===== config.mk =====
export PLATFORM = sky130hd
export DESIGN_NAME = mem_stage
export DESIGN_NICKNAME = d
export VERILOG_FILES = /design/src/rtl/mem_stage.sv
export SDC_FILE = /design/constraint.sdc
export NUM_CORES = 1
export LEC_CHECK = 0
export CORE_UTILIZATION = 44
export CTS_CLUSTER_DIAMETER = 150
export DETAILED_ROUTE_END_ITERATION = 10
export PLACE_DENSITY = 0.91
export SYNTH_ARGS = -nofsm -noshare
export SYNTH_HDL_FRONTEND = slang
export SYNTH_SLANG_ARGS = --single-unit

===== constraint.sdc =====
create_clock -name clk -period 2.5 [get_ports clk]
set_input_delay 0.25 -clock clk [delete_from_list [all_inputs] [get_ports clk]]
set_output_delay 0.25 -clock clk [all_outputs]
set_load 0.02 [all_outputs]

===== src/rtl/mem_stage.sv =====
// MEM pipeline stage: registers the EX->MEM and HI/LO buses, extracts load data
// from the data SRAM and drives the WB bus and the ID forwarding path.
module mem_stage #(
    parameter int EX_TO_MEM_WD = 80,
    parameter int MEM_TO_WB_WD = 70,
    parameter int HILO_WD      = 66
) (
    input  logic                    clk,
    input  logic                    resetn,
    input  logic [5:0]              stall,
    input  logic [EX_TO_MEM_WD-1:0] ex_to_mem_bus,
    input  logic [HILO_WD-1:0]      hilo_ex_to_mem,
    input  logic [31:0]             data_sram_rdata,
    output logic [MEM_TO_WB_WD-1:0] mem_to_wb_bus,
    output logic [37:0]             mem_to_id,
    output logic [HILO_WD-1:0]      hilo_mem_to_wb,
    output logic                    mem_is_load
);

    logic [EX_TO_MEM_WD-1:0] bus_q, bus_d;
    logic [HILO_WD-1:0]      hilo_q, hilo_d;
    logic                    hold_valid_q, hold_valid_d;
    logic [31:0]             rdata_hold_q, rdata_hold_d;

    logic [3:0]  readen_s;
    logic [31:0] pc_s;
    logic        sel_rf_res_s;
    logic        rf_we_s;
    logic [4:0]  rf_waddr_s;
    logic [31:0] ex_result_s;
    logic [31:0] rd_s;
    logic [7:0]  byte_s;
    logic [15:0] half_s;
    logic [31:0] load_data_s;
    logic [31:0] rf_wdata_s;
    logic        unused_bits_s;

    assign readen_s     = bus_q[79:76];
    assign pc_s         = bus_q[75:44];
    assign sel_rf_res_s = bus_q[38];
    assign rf_we_s      = bus_q[37];
    assign rf_waddr_s   = bus_q[36:32];
    assign ex_result_s  = bus_q[31:0];
    // Store controls are consumed by EX when it drives the SRAM; nothing to do here.
    assign unused_bits_s = ^{bus_q[43:39], stall[5], stall[2:0]};

    // Stage register next state: bubble, capture or hold.
    always_comb begin
        bus_d  = bus_q;
        hilo_d = hilo_q;
        if (stall[3] && !stall[4]) begin
            bus_d  = '0;
            hilo_d = '0;
        end else if (!stall[3]) begin
            bus_d  = ex_to_mem_bus;
            hilo_d = hilo_ex_to_mem;
        end else begin
            bus_d  = bus_q;
            hilo_d = hilo_q;
        end
    end

    // Read-data hold: latch the SRAM word on the first stalled MEM cycle.
    always_comb begin
        hold_valid_d = hold_valid_q;
        rdata_hold_d = rdata_hold_q;
        if (stall[4] && !hold_valid_q) begin
            hold_valid_d = 1'b1;
            rdata_hold_d = data_sram_rdata;
        end else if (!stall[4]) begin
            hold_valid_d = 1'b0;
        end else begin
            hold_valid_d = hold_valid_q;
        end
    end

    // State registers.
    always_ff @(posedge clk or negedge resetn) begin
        if (!resetn) begin
            bus_q        <= '0;
            hilo_q       <= '0;
            hold_valid_q <= 1'b0;
            rdata_hold_q <= 32'd0;
        end else begin
            bus_q        <= bus_d;
            hilo_q       <= hilo_d;
            hold_valid_q <= hold_valid_d;
            rdata_hold_q <= rdata_hold_d;
        end
    end

    assign rd_s   = hold_valid_q ? rdata_hold_q : data_sram_rdata;
    assign half_s = ex_result_s[1] ? rd_s[31:16] : rd_s[15:0];

    // Byte lane select and load extension.
    always_comb begin
        byte_s      = 8'd0;
        load_data_s = 32'd0;
        case (ex_result_s[1:0])
            2'd0:    byte_s = rd_s[7:0];
            2'd1:    byte_s = rd_s[15:8];
            2'd2:    byte_s = rd_s[23:16];
            2'd3:    byte_s = rd_s[31:24];
            default: byte_s = 8'd0;
        endcase
        case (readen_s)
            4'b1111: load_data_s = rd_s;
            4'b0001: load_data_s = {{24{byte_s[7]}}, byte_s};
            4'b0010: load_data_s = {24'd0, byte_s};
            4'b0011: load_data_s = {{16{half_s[15]}}, half_s};
            4'b0100: load_data_s = {16'd0, half_s};
            default: load_data_s = 32'd0;
        endcase
    end

    assign rf_wdata_s     = sel_rf_res_s ? load_data_s : ex_result_s;
    assign mem_to_wb_bus  = {pc_s, rf_we_s, rf_waddr_s, rf_wdata_s};
    assign mem_to_id      = {rf_we_s, rf_waddr_s, rf_wdata_s};
    assign hilo_mem_to_wb = hilo_q;
    assign mem_is_load    = |readen_s;

endmodule


-- After elaboration in Yosys (flattened, before gate mapping)
Index checks and enable logic that the tools add are counted.
- register bits: 179
- output and inout bits: 175
- word-level logic and storage cells: 31
- equality and inequality tests: 10
- mux-type cells: 11
- reductions and logical operators: 6
- operators by type and width (operator ; number):
    2-to-1 mux 80 bit ; 2
    case mux 32 bit (5 select lines) ; 1
    2-to-1 mux 66 bit ; 2
    2-to-1 mux 32 bit ; 2
    case mux 8 bit (4 select lines) ; 1
    2-to-1 mux 16 bit ; 1
    equality test 4 x 2 -> 1 bit (second input constant) ; 2
    equality test 2 bit (second input constant) ; 2
    equality test 4 x 1 -> 1 bit (second input constant) ; 1
    equality test 4 x 3 -> 1 bit (second input constant) ; 1
    equality test 4 bit (second input constant) ; 1
    inequality test 2 x 1 -> 1 bit (second input constant) ; 2
    OR reduction 4 bit ; 1
    equality test 2 x 1 -> 1 bit (second input constant) ; 1
    logical AND 1 bit ; 2
    zero test 1 bit ; 2
    zero test 2 bit ; 1
    2-to-1 mux 1 bit ; 2

-- Longest topological paths before layout
Gate-level depths: netlist of the first run.
- depth in word-level cells: 4
- gate-level depth with buffers: 9
- gate-level depth less buffers: 5

-- Least setup slack after synthesis of the first run
OpenSTA, ideal clock, no wires.
- path kind: register -> output
- start point: register hold_valid_q
- end point: output mem_to_wb_bus[24]
- arrival: 2285 ps
- required time: 2250 ps
- setup slack: -35 ps
- stages on the path, launching flop included: 8
- buffers on the path: 5
- cell sequence: dfrtp_1 -> buf_6 -> buf_12 -> buf_6 -> buf_4 -> mux2i_1 -> o311ai_0 -> buf_4
- longest elaborated chain between the ends: 4
- elaborated cells between the ends (all ways): 5
- classes of those cells: 5 x mux
- ends and longest elaborated chain (what ; RTL line ; text):
    start, declared ; 22 ; logic hold_valid_q, hold_valid_d;
    start signal, assigned ; 87 ; hold_valid_q <= hold_valid_d;
    2-to-1 mux 32 bit * ; 92 ; assign rd_s = hold_valid_q ? rdata_hold_q : data_sram_rdata;
    case mux 8 bit (4 select lines) or 2-to-1 mux 16 bit (tied branches) ; 99, 93 ;
    case mux 32 bit (5 select lines) * ; 106 ; case (readen_s)
    2-to-1 mux 32 bit * ; 116 ; assign rf_wdata_s = sel_rf_res_s ? load_data_s : ex_result_s;
    end, declared ; 14 ; output logic [MEM_TO_WB_WD-1:0] mem_to_wb_bus,
Mark *: on every way between the ends. The rest lies on a longest branch, timed or not.

-- Final worst setup path of the first run
- start point: register hold_valid_q
- end point: output mem_to_id[23]
- longest elaborated chain between the ends: 4
- elaborated cells between the ends (all ways): 5
- classes of those cells: 5 x mux
- ends and longest elaborated chain (what ; RTL line ; text):
    2-to-1 mux 32 bit * ; 92 ;
    case mux 8 bit (4 select lines) or 2-to-1 mux 16 bit (tied branches) ; 99, 93 ;
    case mux 32 bit (5 select lines) * ; 106 ;
    2-to-1 mux 32 bit * ; 116 ;
    end, declared ; 15 ; output logic [37:0] mem_to_id,
Marks and branches as above.

==> results of run 1 <==
==> worst min-delay path: cells and delay by family <==
kind | cells | cell delay (ps)
AOI/OAI and AO/OA | 1 | 60
buffers and inverters | 1 | 100
and+or+nand+nor | 2 | 210
==> worst paths after layout <==
path                                   start           endpoint  slack, ps  cells past startpoint
worst max-delay path            hold_valid_q      mem_to_id[23]       -310                      7
worst min-delay path                stall[3]          bus_q[31]        240                      4
worst max register to register  hold_valid_q    rdata_hold_q[7]        610                      5
worst min register to register     bus_q[55]          bus_q[55]        480                      2
max in group asynchronous             resetn  hilo_mem_to_wb[2]       1410                      3
min in group asynchronous             resetn          bus_q[16]        360                      2
==> layout make-up <==
| type | instances | area (um2) | area share, % |
|---|---|---|---|
| multi-input cells | 494 | 3640 | 26.0 |
| inverters | 145 | 544 | 3.89 |
| flip-flops and latches | 174 | 4360 | 31.1 |
| repair buffers | 452 | 4520 | 32.3 |
| clock buffers | 17 | 425 | 3.04 |
| clock inverters | 15 | 163 | 1.16 |
| well taps | 270 | 338 | 2.42 |
| diodes | 2 | 5.00 | 0.0358 |
==> state kept, by name, summed over array words and instances, names as in the netlist <==
signal	flops
bus_q	75
hold_valid_q	1
rdata_hold_q	32
hilo_mem_to_wb	66
==> metal layers <==
layer  wire, um  vias to the layer above
met4       1420                        4
met5         23                        -
met2      15000                      472
met3       2590                       93
li1           -                     3733
met1      10900                     3992
==> synth_stat cells (all sizes together) (8+ instances only) <==
cell type | count | share of area (%)
buf | 101 | 8.0
clkbuf | 37 | 1.5
dfrtp | 174 | 48
inv | 145 | 6.0
mux2 | 40 | 5.0
mux2i | 28 | 3.1
mux4 | 22 | 5.6
nand2 | 128 | 5.3
nand3 | 37 | 2.0
nor2 | 11 | 0.54
o21ai | 164 | 9.1
o2bb2ai | 8 | 0.78
==> repair_timing <==
action                                  CTS  global route
endpoints found under the setup margin   64            64
endpoints found under the hold margin    45             0
hold buffers                              1             0
pin swaps                                16            17
cloned                                    3             0
gates resized for setup                 414            55
setup buffers                            22            10
==> power groups by stage <==
stage / sequential (W) / combinational [W] / clock, W
2_1_floorplan: 0.00332 / 0.000969 / 0
3_3_place_gp: 0.00326 / 0.00196 / 0
3_5_place_dp: 0.00327 / 0.00200 / 0
4_1_cts: 0.00322 / 0.00211 / 0.00271
5_1_grt: 0.00327 / 0.00234 / 0.00283
6_report: 0.00324 / 0.00222 / 0.00268
==> cells by family (layout without fill, tap and decap cells) <==
family	Yosys count	after routing	share of synthesized area [%]
AO/OA/AOI/OAI	211	211	13.4
XOR/XNOR	1	1	0.0969
buffers and inverters	283	629	15.6
flip-flops	174	174	48.2
multiplexers	90	90	13.6
other	0	2	0
AND/OR/NAND/NOR	191	192	9.15
==> through the flow <==
stage,utilization (%),instance area (um2),setup TNS [ps]
4_1_cts,67.7,13600,-12730
2_1_floorplan,-,9040,0
3_3_place_gp,62.5,12600,-16970
6_report,69.3,14000,-14040
5_1_grt,69.3,14000,-16510
3_5_place_dp,62.5,12600,-19230
==> results.toml, run 1 <==
[pwr]
power.density_nw_per_um2 = 582
power_w = 0.00814
p_switching_w = 0.00252
pwr-share-comb_pct = 27.3
p_leak_nw = 6.47
p_int_w = 0.00562
pwr-share-clk_pct = 32.9
ir_drop_v = 0.000469
p_seq_share_pct = 39.8
sw_frac_of_total_pct = 31.0

[cells_and_area]
drive_gt1_share_pct = 24.1
area_delta_synth_final_pct = 54.7
final_cell_mix = "clkdlybuf4s50_1, dfrtp_1, o21ai_0"
nNetsFinal = 1470
fin_cells = 1569
nFillCells = 1375
final_common_cell = "clkdlybuf4s50_1"

[status]
violations = "negative setup slack"
status = "finished, violations left"

[floorplanning]
dieArea_um2 = 21100
core_region_area_um2 = 20200
die_h_um = 145
pin_count = 361
num_rows = 52
die_w_um = 145
start_util_pct = 44.8

[sta]
layout_setup_ws_ps = -311
worst_pin_slew_ps = 637
finClkSkew_ps = 9.44
relSlewSlack_pct = 57.5
min_period_ps = 2810
max_freq_mhz = 356
period_share_pct = 112
hold_viol = 0
whs_ps = 244
rsz0062_at_grt = "yes"
maxSlewViolCount = 0
setup_violations = 64

[detailed_routing]
drc_errors = 0
vias = 8294
drt-vias-per-instance = 5.29
routed_wl_um = 29900
first_pass_iters = 6
wire_per_inst_um = 19.1
drt-initial-drc-count = 571
ant_nets = 0

[yosys]
synth-main-ff-cell = "dfrtp_1"
ys_seq_elements = 174
netlist_instances = 950
synth_edf_count = 0
synth_async_sr_flop_share_pct = 100
yosys_warnings = 0
avgSynthCellArea_um2 = 9.52
synth_area_um2 = 9040
syn_nets = 1136
ys_seq_area_share_pct = 48.2
ys_types = 49

[grt]
grt.total_usage_pct = 27.7
grt_util_met1_pct = 31.9
use_met3_pct = 8.21
met2_usage_pct = 46.9
antenna_found_initial = 4
gr-total-overflow = 0
grt-busiest-layer = "met2"
grt_max_degree = 178
grt_pass1_wl_um = 45400
first_global_vias = 8301

[worst_setup_path]
cpLargestDelayFamily = "multiplexers"
critical_path_buf_inv_count = 2
slowest_stage = "mux4_2"
crit_chain = "mux2i_1 -> mux4_2 -> o21ai_4 -> nand2b_4 -> buf_6 -> nand2_4 -> buf_6"
worstPathRequired_ps = 2250
cpMostUsedCell = "buf_6"
path_class = "reg -> out"
cp_max_fo = 7
crit_arrival_ps = 2560
startpoint_type = "flip-flop"
cp_slowest_stage_delay_ps = 620
crit_path_end_kind = "output pin"

[clock_network]
clockBufferDepth = 2
clk_pin_slew_ps = 70
htree_levels = 4
clock_latency_ps = 430
cts_tree = "done"
clockRootBuffer = "clkbuf_16"
cts_sinks = 174
cts_buffers = 17

[job]
drv_cap = 0

[min_path]
hold_class = "in -> reg"

[placement]
hpwlAfterDp_um = 20900
dp_worst_setup_slack_ps = -436
dp.cells = 1499
port_buffers = 351
place_congestion = 0.972
(Power assumes the default switching activity.)
==> run 2, diff against run 1 <==
--- a/config.mk
+++ b/config.mk
@@ -6,7 +6,6 @@
 export NUM_CORES = 1
 export LEC_CHECK = 0
 export CORE_UTILIZATION = 44
-export CTS_CLUSTER_DIAMETER = 150
 export DETAILED_ROUTE_END_ITERATION = 10
 export PLACE_DENSITY = 0.91
 export SYNTH_ARGS = -nofsm -noshare
==> results of run 2 <==
The final DEF is identical to that of run 1; final timing and power are the same.
==> run 3, diff against run 2 <==
--- a/config.mk
+++ b/config.mk
@@ -6,8 +6,9 @@
 export NUM_CORES = 1
 export LEC_CHECK = 0
 export CORE_UTILIZATION = 44
+export CTS_CLUSTER_DIAMETER = 30
 export DETAILED_ROUTE_END_ITERATION = 10
-export PLACE_DENSITY = 0.91
+export PLACE_DENSITY = 0.88
 export SYNTH_ARGS = -nofsm -noshare
 export SYNTH_HDL_FRONTEND = slang
 export SYNTH_SLANG_ARGS = --single-unit
==> run 3 against run 2 <==
  * The flow still finishes with violations (negative setup slack)
  * Utilization down 2.8 points
  * Critical path depth unchanged
  * Flip-flop and latch count unchanged
  * Wire length down 3.9%
  * Worst hold slack better by 100 ps
  * Setup slack better by 52 ps
  * Via count down 4.3%
  * Largest cell class is now sequential cells
  * Highest routed layer is now met4
==> results.toml, run 3 (synthesis gave the netlist of run 1 again) <==
[detailed_routing]
wire_per_inst_um = 18.6
routed_wl_um = 28800
drc_errors = 0
vias = 7935
ant_nets = 0
drt-initial-drc-count = 459
first_pass_iters = 5
drt-vias-per-instance = 5.12

[placement]
hpwlAfterDp_um = 21300
place_congestion = 0.914
port_buffers = 351
dp_worst_setup_slack_ps = -398

[clock_network]
clockRootBuffer = "clkbuf_16"
cts_sinks = 174
htree_levels = 4
clock_latency_ps = 420
cts_buffers = 17
cts_tree = "done"
clk_pin_slew_ps = 70
clockBufferDepth = 2

[grt]
grt_max_degree = 178
grt_pass1_wl_um = 45200
grt_util_met1_pct = 33.0
first_global_vias = 8277
met2_usage_pct = 46.7
use_met3_pct = 7.68
antenna_found_initial = 2
gr-total-overflow = 0
grt.total_usage_pct = 27.8
grt-busiest-layer = "met2"

[floorplanning]
die_h_um = 145
num_rows = 52
start_util_pct = 44.8
die_w_um = 145
dieArea_um2 = 21100
pin_count = 361
core_region_area_um2 = 20200

[cells_and_area]
nNetsFinal = 1453
final_cell_mix = "clkdlybuf4s50_1, dfrtp_1, o21ai_0"
drive_gt1_share_pct = 21.1
fin_util_pct = 66.5
nFillCells = 1539
largest_reg_flops = 75
final_common_cell = "clkdlybuf4s50_1"
area_delta_synth_final_pct = 48.4
largest_register = "bus_q"

[worst_setup_path]
cp_max_fo = 7
crit_path_end_kind = "output pin"
critical_path_buf_inv_count = 2
crit_path_start = "hold_valid_q"
crit_arrival_ps = 2510
startpoint_type = "flip-flop"
crit_chain = "mux2i_2 -> mux4_2 -> buf_4 -> nor2_4 -> a221oi_1 -> o2bb2ai_1 -> buf_2"
path_class = "reg -> out"
cp_slowest_stage_delay_ps = 510
worstPathRequired_ps = 2250
timing.rr.start = "hold_valid_q"
cpLargestDelayFamily = "multiplexers"
slowest_stage = "mux4_2"

[pwr]
power.density_nw_per_um2 = 589
p_leak_nw = 6.25
ir_drop_v = 0.000457

[sta]
worst_pin_slew_ps = 725
period_share_pct = 110
setup_violations = 64
maxSlewViolCount = 0
min_period_ps = 2760
rsz0062_at_grt = "yes"
layout_setup_ws_ps = -259
finClkSkew_ps = 10.9
max_freq_mhz = 362
hold_viol = 0
relSlewSlack_pct = 51.7

[job]
drv_cap = 0

[status]
status = "finished, violations left"
violations = "negative setup slack"

[min_path]
hp-start = "stall[3]"
hold_class = "in -> reg"
-- run 3: changes by cell type in the layout (fill, tap and decap cells not counted), sizes merged, moves of 3 or more --
cell,before,now
buf,164,143
inv,155,151
clkbuf,17,20
clkdlybuf4s15,0,3
clkinv,3,6
-- run 3: worst paths after layout --
check	slack [ps]	endpoint	cells after the start
max	-260	mem_to_wb_bus[13]	7
min	340	hilo_mem_to_wb[18]	4
max reg2reg	830	rdata_hold_q[13]	4
min reg2reg	480	hilo_mem_to_wb[51]	2
max in group asynchronous	1340	hilo_mem_to_wb[3]	3
min in group asynchronous	400	bus_q[19]	2
-- run 3: per-stage QoR --
step / setup TNS (ps) / hold slack (ps) / total power (W) / std cells / area (um2)
6_report: -10950 / 345 / 0.00790 / 1551 / 13400
2_1_floorplan: 0 / -45.6 / 0.00429 / 950 / 9040
3_3_place_gp: -14290 / 305 / 0.00525 / 1501 / 12600
4_1_cts: -8970 / 334 / 0.00791 / 1547 / 13300
5_1_grt: -15710 / 350 / 0.00824 / 1551 / 13400
3_5_place_dp: -16930 / 308 / 0.00530 / 1501 / 12600
-- run 3: area by class of cell --
| class | instances | area, um2 | area share, % |
|---|---|---|---|
| sequential | 174 | 4360 | 32.5 |
| timing repair buffer | 435 | 4190 | 31.2 |
| multi-input combinational | 494 | 3410 | 25.5 |
| inverter | 145 | 544 | 4.06 |
| clock buffer | 18 | 439 | 3.27 |
| tap | 270 | 338 | 2.52 |
| clock inverter | 13 | 129 | 0.961 |
| antenna | 2 | 5.00 | 0.0373 |
-- run 3: where the power goes --
group / switching (W) / internal [W] / total [W]
clock network: 0.00117 / 0.00142 / 0.00259
registers: 0.000182 / 0.00306 / 0.00324
logic: 0.00102 / 0.00105 / 0.00207
total: 0.00237 / 0.00553 / 0.00790
-- run 3: worst reg2reg max path, stage by stage, from the launching register on --
cell,delay [ps]
dfrtp_2,510
buf_8,210
nand2b_1,140
buf_4,300
mux2_2,380
-- run 3: per-layer routing --
metal | up-vias | wire (um)
met2 | 386 | 14300
met4 | 0 | 1190
met1 | 3786 | 10800
met3 | 72 | 2440
li1 | 3691 | -
met5 | - | 0
-- run 3: what timing repair did --
| action | in CTS | in global routing |
|---|---|---|
| cloned | 2 | 1 |
| endpoints found under the hold margin | 62 | 0 |
| pin swaps | 14 | 2 |
| setup endpoints to repair | 64 | 64 |
| hold buffers | 1 | 0 |
| setup buffers | 12 | 1 |
| resized for setup | 342 | 11 |
